File: src/rtl/flappy_pkg.sv
// rtl/flappy_pkg.sv - shared button-conditioner state encodings and 50 MHz timing defaults
// Purpose: FSM state type and default debounce / auto-repeat periods.
// Ports: none (package).
package flappy_pkg;

    // 10 ms and 250 ms at a 50 MHz system clock.
    localparam int DEBOUNCE_CYCLES_50MHZ = 500000;
    localparam int REPEAT_CYCLES_50MHZ   = 12500000;

    typedef enum logic [1:0] {
        IDLE       = 2'd0,
        DB_PRESS   = 2'd1,
        HELD       = 2'd2,
        DB_RELEASE = 2'd3
    } btn_state_t;

endpackage

File: src/rtl/sync_2ff.sv
// rtl/sync_2ff.sv - two-flop synchronizer for one asynchronous bit
// Purpose: bring an asynchronous level into the clk domain.
// Ports: clk (in), rst_n (in, async active-low), d (in, async), q (out, synchronized).
module sync_2ff (
    input  logic clk,
    input  logic rst_n,
    input  logic d,
    output logic q
);

    logic meta;

    always_ff @(posedge clk or negedge rst_n) begin
        if (!rst_n) begin
            meta <= 1'b0;
            q    <= 1'b0;
        end else begin
            meta <= d;
            q    <= meta;
        end
    end

endmodule

File: src/rtl/btn_conditioner.sv
// rtl/btn_conditioner.sv - debounced push-button with single-cycle press pulse
// Purpose: synchronize a bouncing button, debounce both edges, emit one press
//          pulse per accepted press. Optional auto-repeat while held is built
//          when macro BTN_AUTOREPEAT_EN is defined.
// Ports: Clk (in), reset (in, async active-low), BtnRaw (in, async level),
//        Enable (in, pulse gate), BtnPress (out, 1-cycle pulse),
//        BtnLevel (out, debounced level).
module btn_conditioner
    import flappy_pkg::*;
#(
    parameter int DEBOUNCE_CYCLES = DEBOUNCE_CYCLES_50MHZ,
    parameter int REPEAT_CYCLES   = REPEAT_CYCLES_50MHZ
) (
    input  logic Clk,
    input  logic reset,
    input  logic BtnRaw,
    input  logic Enable,
    output logic BtnPress,
    output logic BtnLevel
);

    localparam int CW = $clog2(DEBOUNCE_CYCLES + 1);
    localparam logic [CW-1:0] CNT_LAST = CW'(DEBOUNCE_CYCLES - 1);

    if (DEBOUNCE_CYCLES < 1 || REPEAT_CYCLES < 1) begin : g_param_check
        $error("btn_conditioner: DEBOUNCE_CYCLES and REPEAT_CYCLES must be >= 1");
    end

    logic       btn_s;
    btn_state_t state, next_state;
    logic [CW-1:0] cnt, cnt_next;
    logic       rpt_fire;
    logic       press_next;
    logic       level_next;

    sync_2ff u_sync (
        .clk   (Clk),
        .rst_n (reset),
        .d     (BtnRaw),
        .q     (btn_s)
    );

    // State register
    always_ff @(posedge Clk or negedge reset) begin
        if (!reset) begin
            state <= IDLE;
            cnt   <= '0;
        end else begin
            state <= next_state;
            cnt   <= cnt_next;
        end
    end

    // Next-state logic
    always_comb begin
        next_state = state;
        cnt_next   = cnt;
        case (state)
            IDLE: begin
                if (btn_s) begin
                    next_state = DB_PRESS;
                    cnt_next   = '0;
                end
            end
            DB_PRESS: begin
                if (!btn_s)
                    next_state = IDLE;
                else if (cnt == CNT_LAST)
                    next_state = HELD;
                else
                    cnt_next = cnt + CW'(1);
            end
            HELD: begin
                if (!btn_s) begin
                    next_state = DB_RELEASE;
                    cnt_next   = '0;
                end
            end
            DB_RELEASE: begin
                if (btn_s)
                    next_state = HELD;
                else if (cnt == CNT_LAST)
                    next_state = IDLE;
                else
                    cnt_next = cnt + CW'(1);
            end
            default: begin
                next_state = IDLE;
                cnt_next   = '0;
            end
        endcase
    end

`ifdef BTN_AUTOREPEAT_EN
    localparam int RW = (REPEAT_CYCLES > 1) ? $clog2(REPEAT_CYCLES) : 1;
    localparam logic [RW-1:0] RPT_LAST = RW'(REPEAT_CYCLES - 1);

    logic [RW-1:0] rpt, rpt_next;
    logic          stay_held;

    // Counter only runs across HELD->HELD cycles, so it is already zero on
    // (re-)entry to HELD, including a return from a release glitch.
    always_comb begin
        stay_held = (state == HELD) && (next_state == HELD);
        rpt_fire  = stay_held && (rpt == RPT_LAST);
        rpt_next  = '0;
        if (stay_held && !rpt_fire)
            rpt_next = rpt + RW'(1);
    end

    always_ff @(posedge Clk or negedge reset) begin
        if (!reset)
            rpt <= '0;
        else
            rpt <= rpt_next;
    end
`else
    assign rpt_fire = 1'b0;
`endif

    // Output logic: pulse only on the acceptance transition itself, so a
    // late Enable while HELD cannot produce a pulse.
    always_comb begin
        press_next = Enable && (((state == DB_PRESS) && (next_state == HELD)) || rpt_fire);
        level_next = (next_state == HELD) || (next_state == DB_RELEASE);
    end

    always_ff @(posedge Clk or negedge reset) begin
        if (!reset) begin
            BtnPress <= 1'b0;
            BtnLevel <= 1'b0;
        end else begin
            BtnPress <= press_next;
            BtnLevel <= level_next;
        end
    end

endmodule
File: config.mk
export PLATFORM = sky130hd
export DESIGN_NAME = btn_conditioner
export DESIGN_NICKNAME = d
export VERILOG_FILES = /design/src/rtl/flappy_pkg.sv /design/src/rtl/sync_2ff.sv /design/src/rtl/btn_conditioner.sv
export SDC_FILE = /design/constraint.sdc
export NUM_CORES = 1
export LEC_CHECK = 0
export ABC_CLOCK_PERIOD_IN_PS = 5950
export BUFFER_PORTS_ARGS = -buffer_cell sky130_fd_sc_hd__buf_2
export CAP_MARGIN = 20
export CORE_ASPECT_RATIO = 1.4
export CORE_MARGIN = 3
export CORE_UTILIZATION = 55
export CTS_CLUSTER_SIZE = 30
export DETAILED_ROUTE_END_ITERATION = 16
export GPL_TIMING_DRIVEN = 0
export PLACE_DENSITY = 0.74
export SLEW_MARGIN = 30
export SYNTH_ARGS = -nofsm -noshare
export SYNTH_HDL_FRONTEND = slang
export SYNTH_HIERARCHICAL = 1
export SYNTH_SLANG_ARGS = --single-unit
export TNS_END_PERCENT = 10
File: constraint.sdc
create_clock -name Clk -period 5.95 [get_ports Clk]
set_input_delay 0.595 -clock Clk [delete_from_list [all_inputs] [get_ports Clk]]
set_output_delay 0.595 -clock Clk [all_outputs]
set_load 0.02 [all_outputs]
==> results of run 1 <==
==> cells in the mapped netlist <==
cell type	n	share of area, %
dfrtp_1	24	47
o21ai_0	17	6.6
nand2_1	15	4.4
o31ai_1	11	6.4
a21oi_1	6	2.3
nor2_1	6	1.7
and2_1	5	2.4
nand3_1	5	1.9
nand4_1	5	2.4
a31oi_1	4	1.9
buf_2	4	1.6
inv_1	3	0.87
and3_1	2	0.97
buf_4	2	1.2
mux2i_1	2	1.6
o41ai_1	2	1.4
a21o_2	1	0.68
a22oi_1	1	0.58
a41oi_1	1	0.68
and4_1	1	0.68
and4_2	1	0.78
buf_12	1	1.6
buf_6	1	0.87
clkbuf_1	1	0.29
ha_1	1	0.97
inv_2	1	0.29
mux2_2	1	0.87
nand2_4	1	0.87
nand4b_1	1	0.68
nor3_1	1	0.39
nor4_2	1	0.97
o21ai_2	1	0.68
or2_2	1	0.49
or4_1	1	0.58
or4_2	1	0.68
or4b_1	1	0.78
or4b_2	1	0.78
xnor2_1	1	0.68
==> where the power goes <==
part / switching (mW) / total (mW) / internal [mW]
sequential: 0.00550 / 0.175 / 0.169
clock: 0.0517 / 0.120 / 0.0682
combinational: 0.0197 / 0.0311 / 0.0113
==> routing by layer <==
metal,track usage [%],routed length [um]
met1,31.05,1202
met2,36.39,1529
met3,2.000,73
met4,10.03,54
met5,0,0
==> placed cells by master, fill, tap and decap left out, types with 2 or more instances in the layout <==
master,synthesis,layout
a21oi_1,6,6
a31oi_1,4,4
and2_1,5,5
and3_1,2,2
buf_2,4,9
buf_4,2,2
clkbuf_4,0,3
dfrtp_1,24,24
inv_1,3,3
mux2i_1,2,2
nand2_1,15,15
nand3_1,5,5
nand4_1,5,5
nor2_1,6,6
o21ai_0,17,17
o31ai_1,11,11
o41ai_1,2,2
==> sequential cells by signal (all words and copies together) (netlist names) <==
register	flops
cnt	19
BtnLevel	1
BtnPress	1
state	1
u_sync/meta	1
u_sync/q	1
==> metrics by stage <==
step,instance area [um^2],total power [mW],setup WS (ns)
finish,1395,0.3259,3.775
global route,1395,0.3403,3.653
CTS,1395,0.3292,3.779
detailed placement,1343,0.2094,3.800
global placement,1343,0.2071,3.829
floorplan,1290,0.1981,4.045
==> worst max-delay path, stage by stage (launching register included) <==
cell	delay, ns
dfrtp_1	0.50
or4b_1	0.58
nor4_2	0.34
a21o_2	0.25
inv_2	0.07
nand2_4	0.11
buf_12	0.14
o31ai_1	0.08
==> cells by family (layout without fill, tap and decap cells) <==
kind of cell,count (synthesis),after routing,synth area share (%)
AOI/OAI and AO/OA,44,44,21.24
xor gates and xnor gates,1,1,0.6791
adders and majority gates,1,1,0.9698
buffers and inverters,13,22,6.595
DFF,24,24,46.56
muxes,3,3,2.425
and+or+nand+nor,49,49,21.53
==> worst paths after layout <==
path                              from           to  slack (ns)  cells after the start
max in group asynchronous        reset      cnt[12]        5.36                      1
min in group Clk                BtnRaw  u_sync/meta        0.36                      1
hold / removal                   reset     state[0]        0.23                      1
setup reg to reg                cnt[5]      cnt[13]        3.77                      7
hold reg to reg            u_sync/meta     u_sync/q        0.39                      0
setup / recovery                cnt[5]      cnt[13]        3.77                      7
==> layout make-up <==
cell class | instances | area share, %
repair buffers | 5 | 1.794
plain buffers | 9 | 5.022
clock inverters | 1 | 2.152
clock buffers | 3 | 1.614
multi-input cells | 98 | 43.32
flip-flops and latches | 24 | 43.05
inverters | 4 | 1.076
well taps | 22 | 1.973
==> flow_metrics.tcl, run 1 <==
set metrics [dict create \
    cts_hold_buf 0 \
    crit_required_ns 6.16 \
    hold_path_class "primary input to asynchronous set/reset pin" \
    htreeDepth 1 \
    finalCriticalPeriod_ns 2.175 \
    grt_max_degree 25 \
    yosys_warnings 6 \
    grt_pass1_vias 1103 \
    finalNetCount 150 \
    postCtsSetupRepairBufs 0 \
    setup_viol 0 \
    final.setup.tns_ns 0 \
    drt_iter0_drc 25 \
    routed_wirelength_mm 2.860 \
    grt_overflow_total 0 \
    die_h_um 63.30 \
    start_util_pct 58.58 \
    endpoint_kind "flop" \
    detail_route.wl_per_cell_um 17.23 \
    avgSynthCellArea_um2 9.555 \
    die-area_um2 2971 \
    cts.path.max_buffers 2 \
    arrival_ns 2.39 \
    max_slew.worst_pin.slew_ns 0.7937 \
    rows 20 \
    multi_input_area_um2 604.3 \
    instances_no_fill 166 \
    dieWidth_um 46.93 \
    cts.repair.resized 0 \
    dp.cells 162 \
    dr.pass1.iters 4 \
    cts.sinks 24 \
    path_clk_slew_ns 0.14 \
    syn-num-nets 140 \
    synth_area_um2 1290 \
    syn_inst 135 \
    holdWs_ns 0.2251 \
    n_fill_cell 196 \
    rsz0062_at_grt "false" \
    seq_area_frac_synth_pct 46.56 \
    grtUsageTotal_pct 23.06 \
    critPathMaxFanout 10 \
    post-dp-hpwl_mm 1.954 \
    powerDensity_nw_per_um2 233.6 \
    cts_root_buffer "clkbuf_4" \
    ir_drop_uv 163.1 \
    slew_headroom_pct 46.71 \
    io_buffers 5 \
    drv_cap 0 \
    clock_latency_ns 0.33 \
    drc_errors 0 \
    status "finished, final reports clean" \
    routed_via_density 6.482 \
    finalHoldViolCount 0 \
    skew_ns 0.009073 \
    finalCritPeriodShare_pct 36.56 \
    grt_pass1_wl_mm 5.106 \
    regArea_um2 600.6 \
    drv_slew 0 \
    cp-start-kind "flop" \
    syn2layout_area_growth_pct 8.148 \
    crit_type "flop to flop" \
    ant_nets 0 \
    fp.coreArea_um2 2202 \
    cts_tree "yes" \
    cts_buffers 3 \
    routed-via-count 1076 \
    yosys.cell_types.count 38 \
    final_util_pct 63.35 \
    antenna_cells 0 \
    power.leakage_nw 0.5972 \
    synth_seq_cells 24 \
    ioPinCount 6 \
    drive_gt1_share_pct 18.75 \
    antenna_found_initial 0 \
    clock.fmax_mhz 459.7 \
    gp_congestion 0.8828 \
]
Power figures use the tool's default switching activity.
==> run 2: changes to the inputs <==
--- a/config.mk
+++ b/config.mk
@@ -5,7 +5,7 @@
 export SDC_FILE = /design/constraint.sdc
 export NUM_CORES = 1
 export LEC_CHECK = 0
-export ABC_CLOCK_PERIOD_IN_PS = 5950
+export ABC_CLOCK_PERIOD_IN_PS = 2300
 export BUFFER_PORTS_ARGS = -buffer_cell sky130_fd_sc_hd__buf_2
 export CAP_MARGIN = 20
 export CORE_ASPECT_RATIO = 1.4
==> constraint.sdc (replaced) <==
create_clock -name Clk -period 2.3 [get_ports Clk]
set_input_delay 0.23 -clock Clk [delete_from_list [all_inputs] [get_ports Clk]]
set_output_delay 0.23 -clock Clk [all_outputs]
set_load 0.02 [all_outputs]
==> flow_metrics.tcl, run 2 (synthesis results as in run 1) <==
set metrics [dict create \
    drive_gt1_share_pct 18.49 \
    routed.top_layer "met4" \
    worstPathCellList "or4b_1 > nor4_2 > a21o_2 > inv_2 > nand2_4 > buf_12 > o31ai_1" \
    crit_type "flop to flop" \
    dr.pass1.iters 4 \
    cts_hold_buf 2 \
    cts.path.max_buffers 2 \
    placed_cell_area_um2 1343 \
    slew_headroom_pct 46.55 \
    syn2layout_area_growth_pct 9.700 \
    io_buffers 5 \
    holdWs_ns 0.1075 \
    critPathMaxFanout 10 \
    status "finished, final reports clean" \
    start_util_pct 58.58 \
    final.setup.tns_ns 0 \
    path_clk_slew_ns 0.14 \
    skew_ns 0.006483 \
    powerDensity_nw_per_um2 598.9 \
    stdcell_area_um2 1415 \
    antenna_cells 0 \
    die_h_um 63.30 \
    routed_via_density 6.440 \
    rsz0062_at_grt "false" \
    finalCriticalPeriod_ns 2.174 \
    setup_viol 0 \
    endpoint_kind "flop" \
    fp.coreArea_um2 2202 \
    top_register "cnt" \
    htreeDepth 1 \
    critical_path.max_stage_delay_ns 0.58 \
    cts_tree "yes" \
    drc_errors 0 \
    gp_congestion 0.8828 \
    dp_slack_ns 0.1500 \
    postCtsSetupRepairBufs 0 \
    power.leakage_nw 0.6056 \
    crit_required_ns 2.52 \
    grt_pass1_wl_mm 5.106 \
    detail_route.wl_per_cell_um 16.98 \
    critPathSlowestCell "or4b_1" \
    max_slew.worst_pin.slew_ns 0.7960 \
    cts_buffers 3 \
    wl_met3_um 75 \
    finalNetCount 152 \
    setup_slack_ns 0.1261 \
    grtUsageTotal_pct 23.06 \
    clock.fmax_mhz 460.0 \
    cts_root_buffer "clkbuf_4" \
    antenna_found_initial 0 \
    finalCritPeriodShare_pct 94.52 \
    die-area_um2 2971 \
    routed-via-count 1082 \
    ir_drop_uv 422.0 \
    routed_wirelength_mm 2.853 \
    final_common_cell "dfrtp_1" \
    drv_slew 0 \
    arrival_ns 2.39 \
    final_cell_mix "dfrtp_1 (24), o21ai_0 (17), nand2_1 (15)" \
    grt_overflow_total 0 \
    drt_iter0_drc 27 \
    hold_path_class "primary input to flop" \
    finalHoldViolCount 0 \
    met2_length_mm 1.515 \
    cts.sinks 24 \
    grt_max_degree 25 \
    grt_pass1_vias 1103 \
    ioPinCount 6 \
    rows 20 \
    cts.repair.resized 0 \
    ant_nets 0 \
    post-dp-hpwl_mm 1.954 \
    cp-start-kind "flop" \
    dieWidth_um 46.93 \
    largest_reg_flops 19 \
    final_util_pct 64.26 \
    rrSetupSlack_ns 0.13 \
    drv_cap 0 \
    clock_latency_ns 0.33 \
    wl_met1_mm 1.204 \
]
run 2: cell types whose count changed in the layout (fill, tap and decap cells not counted), sizes merged:
cell	change
dlygate4sd3	+2
run 2: final cells by class:
cell class / instances / area, um^2
fillers: 195 / 787.0
multi-input cells: 98 / 604.3
flip-flops and latches: 24 / 600.6
plain buffers: 9 / 70.07
repair buffers: 7 / 45.04
clock inverters: 1 / 30.03
well taps: 22 / 27.53
clock buffers: 3 / 22.52
inverters: 4 / 15.01
run 2: report_power, final:
group	total [mW]	internal [mW]	switching (mW)
Sequential	0.453	0.438	0.0142
Clock	0.312	0.176	0.135
Combinational	0.0832	0.0316	0.0516
Total	0.848	0.646	0.201
run 2: worst paths after layout:
path,startpoint,endpoint,cells after the start
setup / recovery,cnt[5],cnt[13],7
hold / removal,Enable,BtnPress,3
setup reg to reg,cnt[5],cnt[13],7
hold reg to reg,u_sync/meta,u_sync/q,0
max in group asynchronous,reset,cnt[12],2
min in group asynchronous,reset,state[0],2
run 2: worst max-delay path, delay by kind of cell (launching register included):
| family | cells | cell delay, ns |
|---|---|---|
| AND/OR/NAND/NOR | 3 | 1.03 |
| flip-flops | 1 | 0.50 |
| AO/OA/AOI/OAI | 2 | 0.33 |
| buffers and inverters | 2 | 0.21 |
run 2: through the flow:
stage          total power, mW  cells
6_report                0.8476    168
3_3_place_gp            0.5357    162
5_1_grt                 0.8829    168
3_5_place_dp            0.5417    162
2_1_floorplan           0.5125    135
4_1_cts                 0.8543    168
run 2: routing by layer:
metal  vias up  global-route usage (%)
met2        23                   36.39
met1       532                   31.05
met4         0                   10.03
li1        520                       -
met5         -                       0
met3         7                   2.000
==> run 3: changes to the inputs <==
--- a/config.mk
+++ b/config.mk
@@ -6,15 +6,15 @@
 export NUM_CORES = 1
 export LEC_CHECK = 0
 export ABC_CLOCK_PERIOD_IN_PS = 2300
-export BUFFER_PORTS_ARGS = -buffer_cell sky130_fd_sc_hd__buf_2
 export CAP_MARGIN = 20
 export CORE_ASPECT_RATIO = 1.4
 export CORE_MARGIN = 3
 export CORE_UTILIZATION = 55
 export CTS_CLUSTER_SIZE = 30
 export DETAILED_ROUTE_END_ITERATION = 16
+export DONT_BUFFER_PORTS = 1
 export GPL_TIMING_DRIVEN = 0
-export PLACE_DENSITY = 0.74
+export PLACE_DENSITY = 0.71
 export SLEW_MARGIN = 30
 export SYNTH_ARGS = -nofsm -noshare
 export SYNTH_HDL_FRONTEND = slang
==> flow_metrics.tcl, run 3 (synthesis results as in run 1) <==
set metrics [dict create \
    grtUsageMet2_pct 35.71 \
    crit_type "flop to flop" \
    worst-path-buf-inv 2 \
    grt_busiest_layer "met2" \
    drt_iter0_drc 50 \
    grt_pass1_wl_mm 4.774 \
    hold-path-cell-count 2 \
    arrival_ns 2.36 \
    hold_start "Enable" \
    hold_path_class "primary input to flop" \
    finalNetCount 148 \
    status "finished, final reports clean" \
    min_to "BtnPress" \
    drv_slew 0 \
    final_util_pct 63.30 \
    power_frac_clock_pct 29.8 \
    routed-via-count 1036 \
    path_clk_slew_ns 0.13 \
    intPower_mw 0.5687 \
    endpoint_kind "flop" \
    r2r_end "cnt[5]" \
    critical_path.max_stage_delay_ns 0.56 \
    rsz0062_at_grt "false" \
    rows 20 \
    critPathSlowestCell "or4b_1" \
    drc_errors 0 \
    final_common_cell "dfrtp_1" \
    rrSetupSlack_ns 0.15 \
    start_util_pct 58.58 \
    clock.fmax_mhz 464.5 \
    gp_congestion 0.8573 \
    ioPinCount 6 \
    fp.coreArea_um2 2202 \
    r2r-start "cnt[5]" \
    routed_via_density 6.317 \
    io_buffers 0 \
    slew_headroom_pct 44.91 \
    die-area_um2 2971 \
    antenna_found_initial 0 \
    powerDensity_nw_per_um2 547.9 \
    met1_usage_pct 26.78 \
    cp-start-kind "flop" \
    cts.sinks 24 \
    multi_input_area_um2 604.3 \
    combinationalPowerShare_pct 11.0 \
    cts_buffers 3 \
    drive_gt1_share_pct 16.20 \
    routed_wirelength_mm 2.715 \
    cts.path.max_buffers 2 \
    postCtsSetupRepairBufs 0 \
    skew_ns 0.004938 \
    grtUsageMet3_pct 2.286 \
    cts_tree "yes" \
    p_sw_share_pct 25.53 \
    top_register "cnt" \
    cts_root_buffer "clkbuf_4" \
    final.setup.tns_ns 0 \
    grt_pass1_vias 1091 \
    worstPathCellList "or4b_1 > nor4_2 > a21o_2 > inv_2 > nand2_4 > buf_12 > o31ai_1" \
    finalHoldViolCount 0 \
    crit_required_ns 2.51 \
    pwr-share-seq_pct 59.2 \
    finalCritPeriodShare_pct 93.61 \
    syn2layout_area_growth_pct 8.051 \
    antenna_cells 0 \
    grt_max_degree 25 \
    regArea_um2 600.6 \
    cts.repair.resized 0 \
    power.leakage_nw 0.5850 \
    post-dp-hpwl_mm 1.859 \
    clock_latency_ns 0.32 \
    final_cell_mix "dfrtp_1 (24), o21ai_0 (17), nand2_1 (15)" \
    ir_drop_uv 467.9 \
    reg2reg_depth 7 \
    die_h_um 63.30 \
    grtUsageTotal_pct 21.69 \
    power_switching_mw 0.1950 \
    largest_reg_flops 19 \
    ant_nets 0 \
    setup_viol 0 \
    grt_overflow_total 0 \
    finalCriticalPeriod_ns 2.153 \
    dieWidth_um 46.93 \
    n_fill_cell 191 \
    max_slew.worst_pin.slew_ns 0.8204 \
    dr.pass1.iters 4 \
    detail_route.wl_per_cell_um 16.55 \
    htreeDepth 1 \
    critPathMaxFanout 10 \
    drv_cap 0 \
    crit_family "simple AND/OR/NAND/NOR gates" \
]
run 3: stage by stage:
stage          setup slack, ns  hold WS (ns)  instances  area [um^2]  total power, mW
6_report                0.1471      0.003469        164         1394           0.7636
5_1_grt                0.05708      0.003900        164         1394           0.8057
4_1_cts                 0.1553      0.005183        164         1394           0.7666
3_5_place_dp            0.1742      -0.06506        157         1318           0.5297
3_3_place_gp            0.1723      -0.06511        157         1318           0.5260
2_1_floorplan           0.3952      -0.06559        135         1290           0.5125
run 3: layer usage:
metal	up-vias	part of all wire [%]
met2	15	51
met1	500	45
li1	514	-
met3	7	2.2
met5	-	0
met4	0	2.2
run 3: worst max path at each step:
stage / startpoint / endpoint / slack, ns / cells past startpoint
after floorplan: cnt[5] / cnt[12] / 0.40 / 7
after global placement: cnt[5] / cnt[14] / 0.17 / 7
after detailed placement: cnt[5] / cnt[16] / 0.17 / 7
after CTS: cnt[5] / cnt[16] / 0.16 / 7
after global routing: cnt[5] / cnt[0] / 0.06 / 7
final: cnt[5] / cnt[5] / 0.15 / 7
run 3: timing repair:
item / in CTS / in global routing
setup endpoints to repair: 0 / 0
hold endpoints to repair: 25 / 0
hold buffers: 3 / 0
run 3: cell type report:
type / count / area share (%)
multi-input combinational: 98 / 43.36
tap: 22 / 1.975
buffer: 9 / 5.027
inverter: 4 / 1.077
clock buffer: 4 / 2.603
timing repair buffer: 3 / 2.873
sequential: 24 / 43.09
run 3: power groups by stage:
| stage | clock [mW] | combinational, mW | sequential [mW] |
|---|---|---|---|
| floorplan | 0 | 0.0557 | 0.457 |
| global placement | 0 | 0.0671 | 0.459 |
| detailed placement | 0 | 0.0693 | 0.460 |
| CTS | 0.229 | 0.0851 | 0.452 |
| global route | 0.253 | 0.0972 | 0.455 |
| finish | 0.227 | 0.0841 | 0.452 |
